<file path="src/rtl/spike_out_pkg.sv">
// Shared widths, the buffered spike entry layout and the drop-counter
// saturation value for the spike output queue.
package spike_out_pkg;

   localparam int AER_W_DEF      = 32;
   localparam int TS_W_DEF       = 8;
   localparam int FIFO_DEPTH_DEF = 4;
   localparam int FIFO_PTR_W_DEF = 2;
   localparam int DROP_CNT_W_DEF = 8;

   // One buffered spike: the AER packet plus the time step it fired in.
   typedef struct packed {
      logic [AER_W_DEF-1:0] aer;
      logic [TS_W_DEF-1:0]  ts;
   } spikeEntry_t;

   localparam logic [DROP_CNT_W_DEF-1:0] DROP_CNT_SAT = '1;

endpackage

</file>
<file path="src/rtl/sync_fifo.sv">
// Small synchronous FIFO with a count register. The head entry is always
// visible on popData, so a reader sees new data one cycle after a push or pop.
module sync_fifo #(
   parameter int DATA_WIDTH = 40,
   parameter int DEPTH      = 4,
   parameter int PTR_WIDTH  = 2
) (
   input  logic                  clock,
   input  logic                  reset,
   input  logic                  pushReq,
   input  logic                  popReq,
   input  logic [DATA_WIDTH-1:0] pushData,
   output logic [DATA_WIDTH-1:0] popData,
   output logic                  full,
   output logic                  empty,
   output logic [PTR_WIDTH:0]    count
);

   localparam logic [PTR_WIDTH:0] FULL_COUNT = (PTR_WIDTH + 1)'(DEPTH);

   logic [DATA_WIDTH-1:0] mem [DEPTH];
   logic [PTR_WIDTH-1:0]  wrPtr;
   logic [PTR_WIDTH-1:0]  rdPtr;
   logic                  pushAccept;
   logic                  popAccept;

   assign full       = (count == FULL_COUNT);
   assign empty      = (count == '0);
   assign popAccept  = popReq && !empty;
   assign pushAccept = pushReq && (!full || popAccept);
   assign popData    = mem[rdPtr];

   // Storage, pointers and occupancy; reset also wipes storage so the head reads zero.
   always_ff @(posedge clock) begin
      if (reset) begin
         wrPtr <= '0;
         rdPtr <= '0;
         count <= '0;
         for (int i = 0; i < DEPTH; i++) begin
            mem[i] <= '0;
         end
      end else begin
         if (pushAccept) begin
            mem[wrPtr] <= pushData;
            wrPtr      <= wrPtr + 1'b1;
         end
         if (popAccept) begin
            rdPtr <= rdPtr + 1'b1;
         end
         case ({pushAccept, popAccept})
            2'b10:   count <= count + 1'b1;
            2'b01:   count <= count - 1'b1;
            default: count <= count;
         endcase
      end
   end

endmodule

</file>
<file path="src/rtl/spike_out_queue.sv">
// Output stage behind the neuron tile: tags each fired spike with the current
// time step, buffers it, and hands it to the router over valid/ready.
module spike_out_queue
   import spike_out_pkg::*;
#(
   parameter int AER_BIT_WIDTH      = AER_W_DEF,
   parameter int TS_BIT_WIDTH       = TS_W_DEF,
   parameter int FIFO_DEPTH         = FIFO_DEPTH_DEF,
   parameter int FIFO_PTR_WIDTH     = FIFO_PTR_W_DEF,
   parameter int DROP_CNT_BIT_WIDTH = DROP_CNT_W_DEF
) (
   input  logic                          clk_i,
   input  logic                          rst_i,
   input  logic                          start_i,
   input  logic                          outSpike_i,
   input  logic [AER_BIT_WIDTH-1:0]      SpikeAER_i,
   output logic [AER_BIT_WIDTH-1:0]      pkt_o,
   output logic [TS_BIT_WIDTH-1:0]       pkt_ts_o,
   output logic                          pkt_valid_o,
   input  logic                          pkt_ready_i,
   output logic                          busy_o,
   output logic                          overflow_o,
   output logic [DROP_CNT_BIT_WIDTH-1:0] drop_cnt_o
);

   localparam int ENTRY_W = AER_BIT_WIDTH + TS_BIT_WIDTH;
   localparam logic [DROP_CNT_BIT_WIDTH-1:0] DROP_MAX = '1;

   logic [TS_BIT_WIDTH-1:0] ts;
   logic [ENTRY_W-1:0]      pushData;
   logic [ENTRY_W-1:0]      headData;
   logic                    popReq;
   logic                    fifoFull;
   logic                    fifoEmpty;
   logic [FIFO_PTR_WIDTH:0] fifoCount;
   logic                    dropEvent;

   // The old ts value is captured here, so a fire coinciding with start belongs to the finishing step.
   assign pushData  = {SpikeAER_i, ts};
   assign popReq    = pkt_valid_o && pkt_ready_i;
   assign dropEvent = outSpike_i && fifoFull && !popReq;

   sync_fifo #(
      .DATA_WIDTH(ENTRY_W),
      .DEPTH     (FIFO_DEPTH),
      .PTR_WIDTH (FIFO_PTR_WIDTH)
   ) fifo (
      .clock   (clk_i),
      .reset   (rst_i),
      .pushReq (outSpike_i),
      .popReq  (popReq),
      .pushData(pushData),
      .popData (headData),
      .full    (fifoFull),
      .empty   (fifoEmpty),
      .count   (fifoCount)
   );

   // Time-step index advances once per start pulse and wraps naturally.
   always_ff @(posedge clk_i) begin
      if (rst_i) begin
         ts <= '0;
      end else if (start_i) begin
         ts <= ts + 1'b1;
      end
   end

   // Sticky overflow flag and saturating count of spikes lost to a full queue.
   always_ff @(posedge clk_i) begin
      if (rst_i) begin
         overflow_o <= 1'b0;
         drop_cnt_o <= '0;
      end else if (dropEvent) begin
         overflow_o <= 1'b1;
         if (drop_cnt_o != DROP_MAX) begin
            drop_cnt_o <= drop_cnt_o + 1'b1;
         end
      end
   end

   assign pkt_valid_o = !fifoEmpty;
   assign busy_o      = (fifoCount != '0);
   assign pkt_o       = headData[ENTRY_W-1:TS_BIT_WIDTH];
   assign pkt_ts_o    = headData[TS_BIT_WIDTH-1:0];

endmodule
</file>
<file path="config.mk">
export PLATFORM = sky130hd
export DESIGN_NAME = spike_out_queue
export DESIGN_NICKNAME = d
export VERILOG_FILES = /design/src/rtl/spike_out_pkg.sv /design/src/rtl/sync_fifo.sv /design/src/rtl/spike_out_queue.sv
export SDC_FILE = /design/constraint.sdc
export NUM_CORES = 1
export LEC_CHECK = 0
export ABC_AREA = 1
export CAP_MARGIN = 0
export CORE_MARGIN = 4
export CORE_UTILIZATION = 32
export CTS_CLUSTER_DIAMETER = 120
export DETAILED_ROUTE_END_ITERATION = 16
export GPL_TIMING_DRIVEN = 0
export REMOVE_ABC_BUFFERS = 1
export SLEW_MARGIN = 20
export SYNTH_ARGS = -nofsm -noshare
export SYNTH_HDL_FRONTEND = slang
export SYNTH_SLANG_ARGS = --single-unit
</file>
<file path="constraint.sdc">
create_clock -name clk_i -period 5.8 [get_ports clk_i]
set_clock_uncertainty 0.05 [all_clocks]
set_input_delay 1.16 -clock clk_i [delete_from_list [all_inputs] [get_ports clk_i]]
set_output_delay 1.16 -clock clk_i [all_outputs]
set_load 0.02 [all_outputs]
</file>
# ---- Word level (Yosys, flattened, before mapping)
# Memory sizes are Yosys's and may differ from the RTL's. A register that Yosys moved wholly into a read port is not among the register bits.
# Index checks and enable logic that the tools add are counted.
# W data, S select, Z words.
dict set report totals {
  mem_count 1
  ram_bits 160
  latchBits 0
  rom_bits 0
  input_bits 37
  register_bits 24
}
dict set report op_classes {
  shifts 0
  muxes 11
  div_mod_pow 0
  n_reduce_logical 14
  n_mul 0
  bitwise 0
  magnitude_cmp 0
  add_sub_neg 6
  n_eq_ne 4
}
# memory words word_bits rd rd_clocked_by_memory_dff write_ports line
set mem_list {}
lappend mem_list {fifo.mem 4 40 1 1 4 sync_fifo.sv:21} ;# logic [DATA_WIDTH-1:0] mem [DEPTH];
# op count
set ops {}
lappend ops {{$mux W40} 1}
lappend ops {{$reduce_or A40 Y1} 1}
lappend ops {{$add A8 B1 Y8 const B} 2}
lappend ops {{$ne A8 B8 Y1 const B} 1}
lappend ops {{$mux W1} 6}
lappend ops {{$mux W2} 3}
lappend ops {{$pmux W3 S2} 1}
lappend ops {{$logic_and A1 B1 Y1} 5}
lappend ops {{$add A2 B1 Y2 const B} 2}
lappend ops {{$add A3 B1 Y3 const B} 1}
lappend ops {{$eq A3 B3 Y1 const B} 1}
lappend ops {{$logic_not A1 Y1} 3}
lappend ops {{$logic_not A3 Y1} 1}
lappend ops {{$reduce_bool A3 Y1} 1}
lappend ops {{$sub A3 B1 Y3 const B} 1}
lappend ops {{$eq A2 B1 Y1 const B} 1}
lappend ops {{$eq A2 B2 Y1 const B} 1}
lappend ops {{$reduce_and A2 Y1} 1}
lappend ops {{$reduce_bool A2 Y1} 1}
lappend ops {{$logic_or A1 B1 Y1} 1}

# ---- Longest topological paths before layout
dict set report depth {
  depth_word 11
  depth_mapped 12
  ltp_nobuf 12
}

# ---- Hierarchy
# A second synthesis with hierarchy kept.
dict set report hier_totals {
  hier_cells 848
  area_unflattened_um2 8774.7
}
# module area_per_inst_um2 instances seq_area_each_um2 cells_each
set modules_own_cells {}
lappend modules_own_cells {sync_fifo 7871.3 1 4984.8 716}
lappend modules_own_cells {spike_out_queue 903.4 1 340.3 132}

# ---- Worst setup path after synthesis
# Ideal clock, no wire load.
dict set report synth_path {
  kind {input port to flip-flop}
  start {input pkt_ready_i}
  end {memory fifo.mem[3][0], enable pin}
  t_required_ps 5252
  path_stages 4
  path_buffers 0
  arrival_ps 4393
  setup_slack_ps 859
  setup_ps 498
  path_cell_list {nor2_1 nand2_1 nand2_4 o31ai_1}
}
# element line
set synth_rtl {}
lappend synth_rtl {{from (decl)} spike_out_queue.sv:20} ;# input logic pkt_ready_i,
lappend synth_rtl {{to (decl)} sync_fifo.sv:21}

==> metrics list <==
* Number of rows in the core area: 57
- Worst EP required: between 5 and 6 ns
- The count of final max-slew check failures was 0.
- I/O pin count: just under 90
* Fillers: approximately 2400
- Sort of element at the start of the critical path: input pin
- In this run the critical register-to-register path is captured at fifo.mem[0][1].
* CTS buffer count: 17
- Count of flip-flops with a built-in enable after synthesis: between 150 and 200
* Number of vias per cell after detailed routing: about 4.7
- Routed signal wires occupy layers up through met5.
- The H-tree generated during clock tree synthesis spans 4 levels.
- Leak pwr: 0.00385 uW
- Reg-to-reg slack, setup: 2.55 ns
- Area of the placeable core: 0.0245 mm^2
- The worst setup path is captured at a register.
- The tool flagged a number of max-cap violations equal to 0.
* Fraction of registers with async set or reset after synthesis: 0%
* Hold Vio Cnt, Final: 0
* Synth top area cells: sky130_fd_sc_hd__edfxtp_1 (60%), sky130_fd_sc_hd__nor2_1 (11%), sky130_fd_sc_hd__dfxtp_1 (6.5%), sky130_fd_sc_hd__o21ai_0 (5.9%), sky130_fd_sc_hd__nand2_1 (4.2%)
* Setup slack after placement: between 1 and 1.5 ns
* Highest Clock Rate: around 240 MHz
* Seq/Total Area, Yosys: 66.6%
* Clock transition time at the flip-flop clock pins of the worst setup and hold paths: ~0.070 ns
- Summing all multi-input logic gate instances after layout gives approximately 0.0023 mm^2.
- Effective utilization at floorplan: roughly a third
- Syn avg cell area: just over 10 um^2
- Number of nets still failing antenna checks after routing: 0
* Antenna violations before repair: 1
* Top cell types by occurrence after synthesis: sky130_fd_sc_hd__nor2_1 (231), sky130_fd_sc_hd__edfxtp_1 (160), sky130_fd_sc_hd__o21ai_0 (94), sky130_fd_sc_hd__nand2_1 (89), sky130_fd_sc_hd__inv_1 (67)
* Yosys synthesis warning count: 0
* Cells after synthesis: just under 800
- The most used flip-flop cell after synthesis is sky130_fd_sc_hd__edfxtp_1.
- Summing every instance area after synthesis gives between 0.007 and 0.008 mm^2.
- Insertion delay of the later-clocked pin in the worst-skew pair: 0.42 ns
* RSZ-0062 raised after global routing: false
* Critical Setup Path Class: input pin to register
- Share of the clock period used by the worst path after layout: about 70%
- Die height: ~170 um
- Registers take about 0.0053 mm^2.
- P per Cell Area: around 390 mW/mm^2
* Depth of the most critical reg-to-reg path: 7
* Detailed Place HPWL: between 10000 and 15000 um
- Traced cell by cell, the critical path runs through clkdlybuf4s50_1 > nor2_8 > nand3_4 > nand2_4.
* Detailed-route via count: about 5700
* Worst vdd ir: between 0.0002 and 0.0003 V
* Avg WL per Cell: between 15 and 20 um
* Clock sink count: ~190
- The number of antenna diodes in the final layout is 0.
- At the worst endpoint, the arrival time is between 4 and 5 ns.
- Routability-driven placement finished with a final weighted congestion of 0.749.
- The floorplan step defined a die boundary enclosing roughly 0.028 mm^2.
- The tree is rooted in a sky130_fd_sc_hd__clkbuf_16.
- Final critical-path setup slack: 1.62 ns
- Summed over all instances, the cell type with the most area after synthesis is sky130_fd_sc_hd__edfxtp_1.
- On the critical path the largest part of the delay comes from simple AND/OR/NAND/NOR gates.
* Detailed route wirelength on metal3: approximately 1100 um
- The slowest stage of the critical path is the sky130_fd_sc_hd__nand2_4 cell.
* Proportion of netlist area held by the largest area contributor: 60.1%
- WL met1: between 8000 and 9000 um
- Die span in x: 166 um
* Result of the run: completed
- Max incr delay on CP: 0.80 ns
* PnR Total Power: about 4000 uW
* DR iter-0 viols: 394
- The number of global-route vias before repair is between 5000 and 6000.
* Number of instances resized during post-cts repair: 0
- In the detailed route, the total length drawn on met2 is slightly above 9000 um.
* Worst hold path type: register to register
- Residual overflow from global routing: 0
- Actual slew at the worst max-slew pin: just under 0.8 ns
- The critical path starts at rst_i.
- Clock Path Buffers: 2
- Global routing consumed, over all layers together, 14.0% of the routing resources.
- Number of buffers and inverters on the critical path: 1
* Drc violations: 0
- Relative to the synthesized area, the layout overhead comes to 25.4%.
* Startpoint of the worst register-to-register path: fifo.count[2]
* CTS tree: done
- Hold repair after CTS inserted 0 buffers.
- Routed WL: 19200 um
- Final setup violation count: 0
* Port Buffer Count: 87
- Maximum fanout along the worst path: between 40 and 50
* Post-CTS setup-driven buffer insertion count: 0
- Number of nets at the end of the flow: 910
* Most frequent cell after synthesis: sky130_fd_sc_hd__nor2_1
- Worst slew margin: roughly 47%
* Unique cell type count in the Yosys netlist: 26
- Post-route minimum period: ~4.2 ns
* Cell count along the critical path: 4
* Initial DRT Pass Iterations: 4
- After synthesis the netlist holds a flip-flop and latch count of ~190.
- Pin count of the biggest net entering global routing: between 80 and 90
- The post-route netlist has under 10% of its cells at a drive strength greater than 1.
- Crit path capture: fifo.mem[0][1]
- Measured on the finished design, the core utilization comes to roughly 41%.
* Wire length of the first global-routing pass: around 31000 um
==> flip-flops by register name, summed over array words and instances, names as in the netlist, named ones only <==
register	count
overflow_o	1
fifo.mem	160
drop_cnt_o	8
fifo.wrPtr	2
fifo.rdPtr	2
ts	8
fifo.count	3
==> final cells by class <==
| class | count | share of cell area, % |
|---|---|---|
| multi-input cells | 495 | 22.6 |
| clock buffers | 19 | 4.32 |
| flip-flops and latches | 186 | 53.2 |
| clock inverters | 13 | 1.80 |
| inverters | 69 | 2.63 |
| repair buffers | 100 | 11.4 |
| well taps | 324 | 4.04 |
==> power by group <==
part | internal [uW] | switching, uW
Clock | 694 | 522
Combinational | 445 | 687
Sequential | 1550 | 53.2
Total | 2690 | 1260
==> per-stage QoR <==
step                instances  hold slack [ns]  area, um^2  TNS [ns]
finish                   1206            0.415       10000         0
global route             1206            0.473       10000         0
CTS                      1206            0.416       10000         0
detailed placement       1174            0.400        9410         0
global placement         1161            0.397        9070   -360.38
floorplan                 750            0.383        7800         0
==> worst register-to-register path, cell delays in order (launching register included) <==
cell	delay [ns]
sky130_fd_sc_hd__dfxtp_1	0.30
sky130_fd_sc_hd__inv_1	0.09
sky130_fd_sc_hd__nor2_1	0.06
sky130_fd_sc_hd__nand2_1	0.09
sky130_fd_sc_hd__nand2_4	0.13
sky130_fd_sc_hd__nor2_8	0.60
sky130_fd_sc_hd__nand3_4	0.73
sky130_fd_sc_hd__nand2_4	0.81
==> how the worst min path moves through the flow <==
stage                  startpoint             to  cells after the start
finish              fifo.rdPtr[1]       register                      2
global route        fifo.rdPtr[1]  fifo.rdPtr[1]                      2
CTS                 fifo.rdPtr[1]       register                      2
detailed placement  fifo.rdPtr[1]       register                      2
global placement    fifo.rdPtr[1]       register                      2
floorplan           fifo.rdPtr[1]       register                      2
==> kinds of logic (layout without fill, tap and decap cells) <==
logic type / Yosys count / count (layout) / share of synthesized area (%)
AOI/OAI and AO/OA: 150 / 150 / 10.1
adders and majority gates: 4 / 4 / 0.720
xor gates and xnor gates: 1 / 1 / 0.110
buffers and inverters: 114 / 201 / 5.71
DFF: 186 / 186 / 66.6
and+or+nand+nor: 340 / 340 / 16.8
==> cells in the final DEF (no fill, tap or decap), types with 3 or more instances in the layout <==
master	n
sky130_fd_sc_hd__nor2_1	231
sky130_fd_sc_hd__inv_6	3
sky130_fd_sc_hd__a21oi_1	14
sky130_fd_sc_hd__buf_16	5
sky130_fd_sc_hd__inv_8	4
sky130_fd_sc_hd__clkbuf_16	17
sky130_fd_sc_hd__bufinv_16	3
sky130_fd_sc_hd__dfxtp_1	24
sky130_fd_sc_hd__o22ai_1	40
sky130_fd_sc_hd__nand4_1	3
sky130_fd_sc_hd__buf_12	4
sky130_fd_sc_hd__edfxtp_1	160
sky130_fd_sc_hd__o21ai_0	92
sky130_fd_sc_hd__ha_1	3
sky130_fd_sc_hd__nand2_1	88
sky130_fd_sc_hd__inv_1	64
sky130_fd_sc_hd__inv_2	3
sky130_fd_sc_hd__buf_8	3
sky130_fd_sc_hd__clkdlybuf4s50_1	87
sky130_fd_sc_hd__nand3_1	8
==> layer usage <==
layer	up-vias	global-route usage, %
met3	18	4.28
met1	2697	17.7
met2	126	24.0
met5	-	0
met4	2	2.58
li1	2828	-
No activity file was read; power rests on OpenSTA's default activity.
==> RTL change, RTL diff (same settings) <==
Register the output `overflow_o` once more, cleared by the reset; this adds one clock of latency there. The other outputs are not delayed to match.
--- a/src/rtl/spike_out_queue.sv
+++ b/src/rtl/spike_out_queue.sv
@@ -26,4 +26,6 @@
    localparam int ENTRY_W = AER_BIT_WIDTH + TS_BIT_WIDTH;
    localparam logic [DROP_CNT_BIT_WIDTH-1:0] DROP_MAX = '1;
+
+   logic overflow_s0;
 
    logic [TS_BIT_WIDTH-1:0] ts;
@@ -69,8 +71,8 @@
    always_ff @(posedge clk_i) begin
       if (rst_i) begin
-         overflow_o <= 1'b0;
+         overflow_s0 <= 1'b0;
          drop_cnt_o <= '0;
       end else if (dropEvent) begin
-         overflow_o <= 1'b1;
+         overflow_s0 <= 1'b1;
          if (drop_cnt_o != DROP_MAX) begin
             drop_cnt_o <= drop_cnt_o + 1'b1;
@@ -84,3 +86,11 @@
    assign pkt_ts_o    = headData[TS_BIT_WIDTH-1:0];
 
+   always_ff @(posedge clk_i) begin
+      if (rst_i) begin
+         overflow_o <= '0;
+      end else begin
+         overflow_o <= overflow_s0;
+      end
+   end
+
 endmodule
Formal check against the unedited RTL: not equivalent (Yosys sat finds a counterexample within 10 cycles, from zero or initial values and one cycle with rst_i high).
==> RTL change against the original RTL <==
Maximum frequency increased by 1.4%. Largest cell class unchanged. Global-route usage decreased by 0.36 points. Design area decreased by 0.15%. Sequential cell count increased by 1. Area after synthesis increased by 0.28%. Total power decreased by 0.68%. Worst setup slack improved by 0.057 ns. Wire length decreased by 2.4%.
==> RTL change: results (changes against the original RTL) <==
Global route
  – Total track usage: 0.1362 (-0.003565)
  – First-pass GRT wire length: 29.88 mm (-2.2%)
  – Via count of the first global-routing pass: 5544 (-0.98%)
  – Met1 usage: 0.1778 (+0.001249)
  – Global-route met3 utilization: 0.03404 (-0.008807)
  – Antenna violations before repair: 0 (-1)

Yosys
  – Most common library cells after synthesis: 232 x sky130_fd_sc_hd__nor2_1, 160 x sky130_fd_sc_hd__edfxtp_1, 94 x sky130_fd_sc_hd__o21ai_0
  – Instance count of the mapped netlist: 798 (+0.38%)
  – Number of library cell types mapped by synthesis: 25 (-3.8%)
  – Leading cell types by total area after synthesis: sky130_fd_sc_hd__edfxtp_1 60%, sky130_fd_sc_hd__nor2_1 11%, sky130_fd_sc_hd__dfxtp_1 6.7%

Drt
  – Final WL: 18.71 mm (-2.4%)
  – Number of detailed-routing iterations run before antenna repair: 5 (+1)
  – DRC marker count from the first detailed-route iteration: 315 (-20%)
  – Ratio of routed vias to standard cells: 4.660 (-0.89%)

Critical path
  – Reg-to-Reg End: fifo.mem[0][14]
  – R2r setup slk: 2.59 ns (+0.04 ns)
  – Arrival time at the worst endpoint: 4.13 ns (-0.05 ns)

Final layout
  – Layout cells sized above 1: 0.06569 (-0.001208)
  – Number of nets in the final layout: 911 (+0.11%)
  – Number of non-filler instances in the completed layout: 1207 (+0.083%)

Status
  – Result of the run: finished clean

Clocking
  – Number of buffers inserted to repair setup after CTS: 0 (unchanged)
  – Register clock-pin slew on the reported worst setup and hold paths: 0.07 ns (about the same)

Hold path
  – Destination of the worst hold path: overflow_o
  – Worst hold path depth: 2 (unchanged)

Pwr
  – Leak Pwr: 0.003836 uW (-0.39%)
  – VDD IR max: 0.3401 mV (+33%)
  – Power Total: 3929 uW (-0.68%)
  – Switching Power: 1269 uW (+0.57%)
  – Sequential share of power: 0.411 (+0.005)

Placement
  – Detailed Place HPWL: 10.96 mm (-3.1%)
  – Worst slack, placed: 1.084 ns (-0.006400 ns)

Timing
  – Count of endpoints failing hold in the final timing report: 0 (unchanged)
  – Worst-Margin Slew: 0.7733 ns (-0.02152 ns)
==> RTL change: logic make-up after synthesis <==
logic type,synth area share
AOI/OAI and AO/OA,0.1002
adders and majority gates,0.007179
DFF,0.6667
buffers and inverters,0.05712
xor gates and xnor gates,0.001093
and+or+nand+nor,0.1678
==> RTL change: layout make-up <==
type / instances / area, um^2
Fill cell: 2348 / 14460
Sequential cell: 187 / 5350
Inverter: 70 / 267.8
Clock buffer: 18 / 429.2
Timing Repair Buffer: 98 / 1110
Multi-Input combinational cell: 496 / 2266
Clock inverter: 14 / 178.9
Tap cell: 324 / 405.4
==> RTL change: metrics by stage <==
stage,cell area [um^2],util,hold slack (ns)
2_1_floorplan,7823,-,0.3598
3_3_place_gp,9099,0.3720,0.3796
3_5_place_dp,9399,0.3842,0.3740
4_1_cts,10010,0.4091,0.3901
5_1_grt,10010,0.4091,0.4174
6_report,10010,0.4091,0.3896
==> RTL change: worst max-delay path by stage <==
stage	start	end	slack [ns]	depth (start not counted)
5_1_grt	rst_i	fifo.mem[0][0]	1.38	4
3_3_place_gp	pkt_ready_i	fifo.mem[3][34]	-2.40	5
4_1_cts	rst_i	fifo.mem[0][0]	1.54	4
6_report	rst_i	fifo.mem[0][14]	1.68	4
2_1_floorplan	pkt_ready_i	fifo.mem[3][0]	0.86	4
3_5_place_dp	rst_i	fifo.mem[0][34]	1.08	4
==> RTL change: routing by layer <==
layer,up-vias,wire length (um)
met3,19,836
li1,2840,-
met5,-,0
met4,0,233
met2,114,9177
met1,2652,8464
==> RTL change: critical path: stages <==
cell and delay (ns):
sky130_fd_sc_hd__clkdlybuf4s50_1 0.72, sky130_fd_sc_hd__nor2_8 0.74, sky130_fd_sc_hd__nand3_4 0.69, sky130_fd_sc_hd__nand2_4 0.78
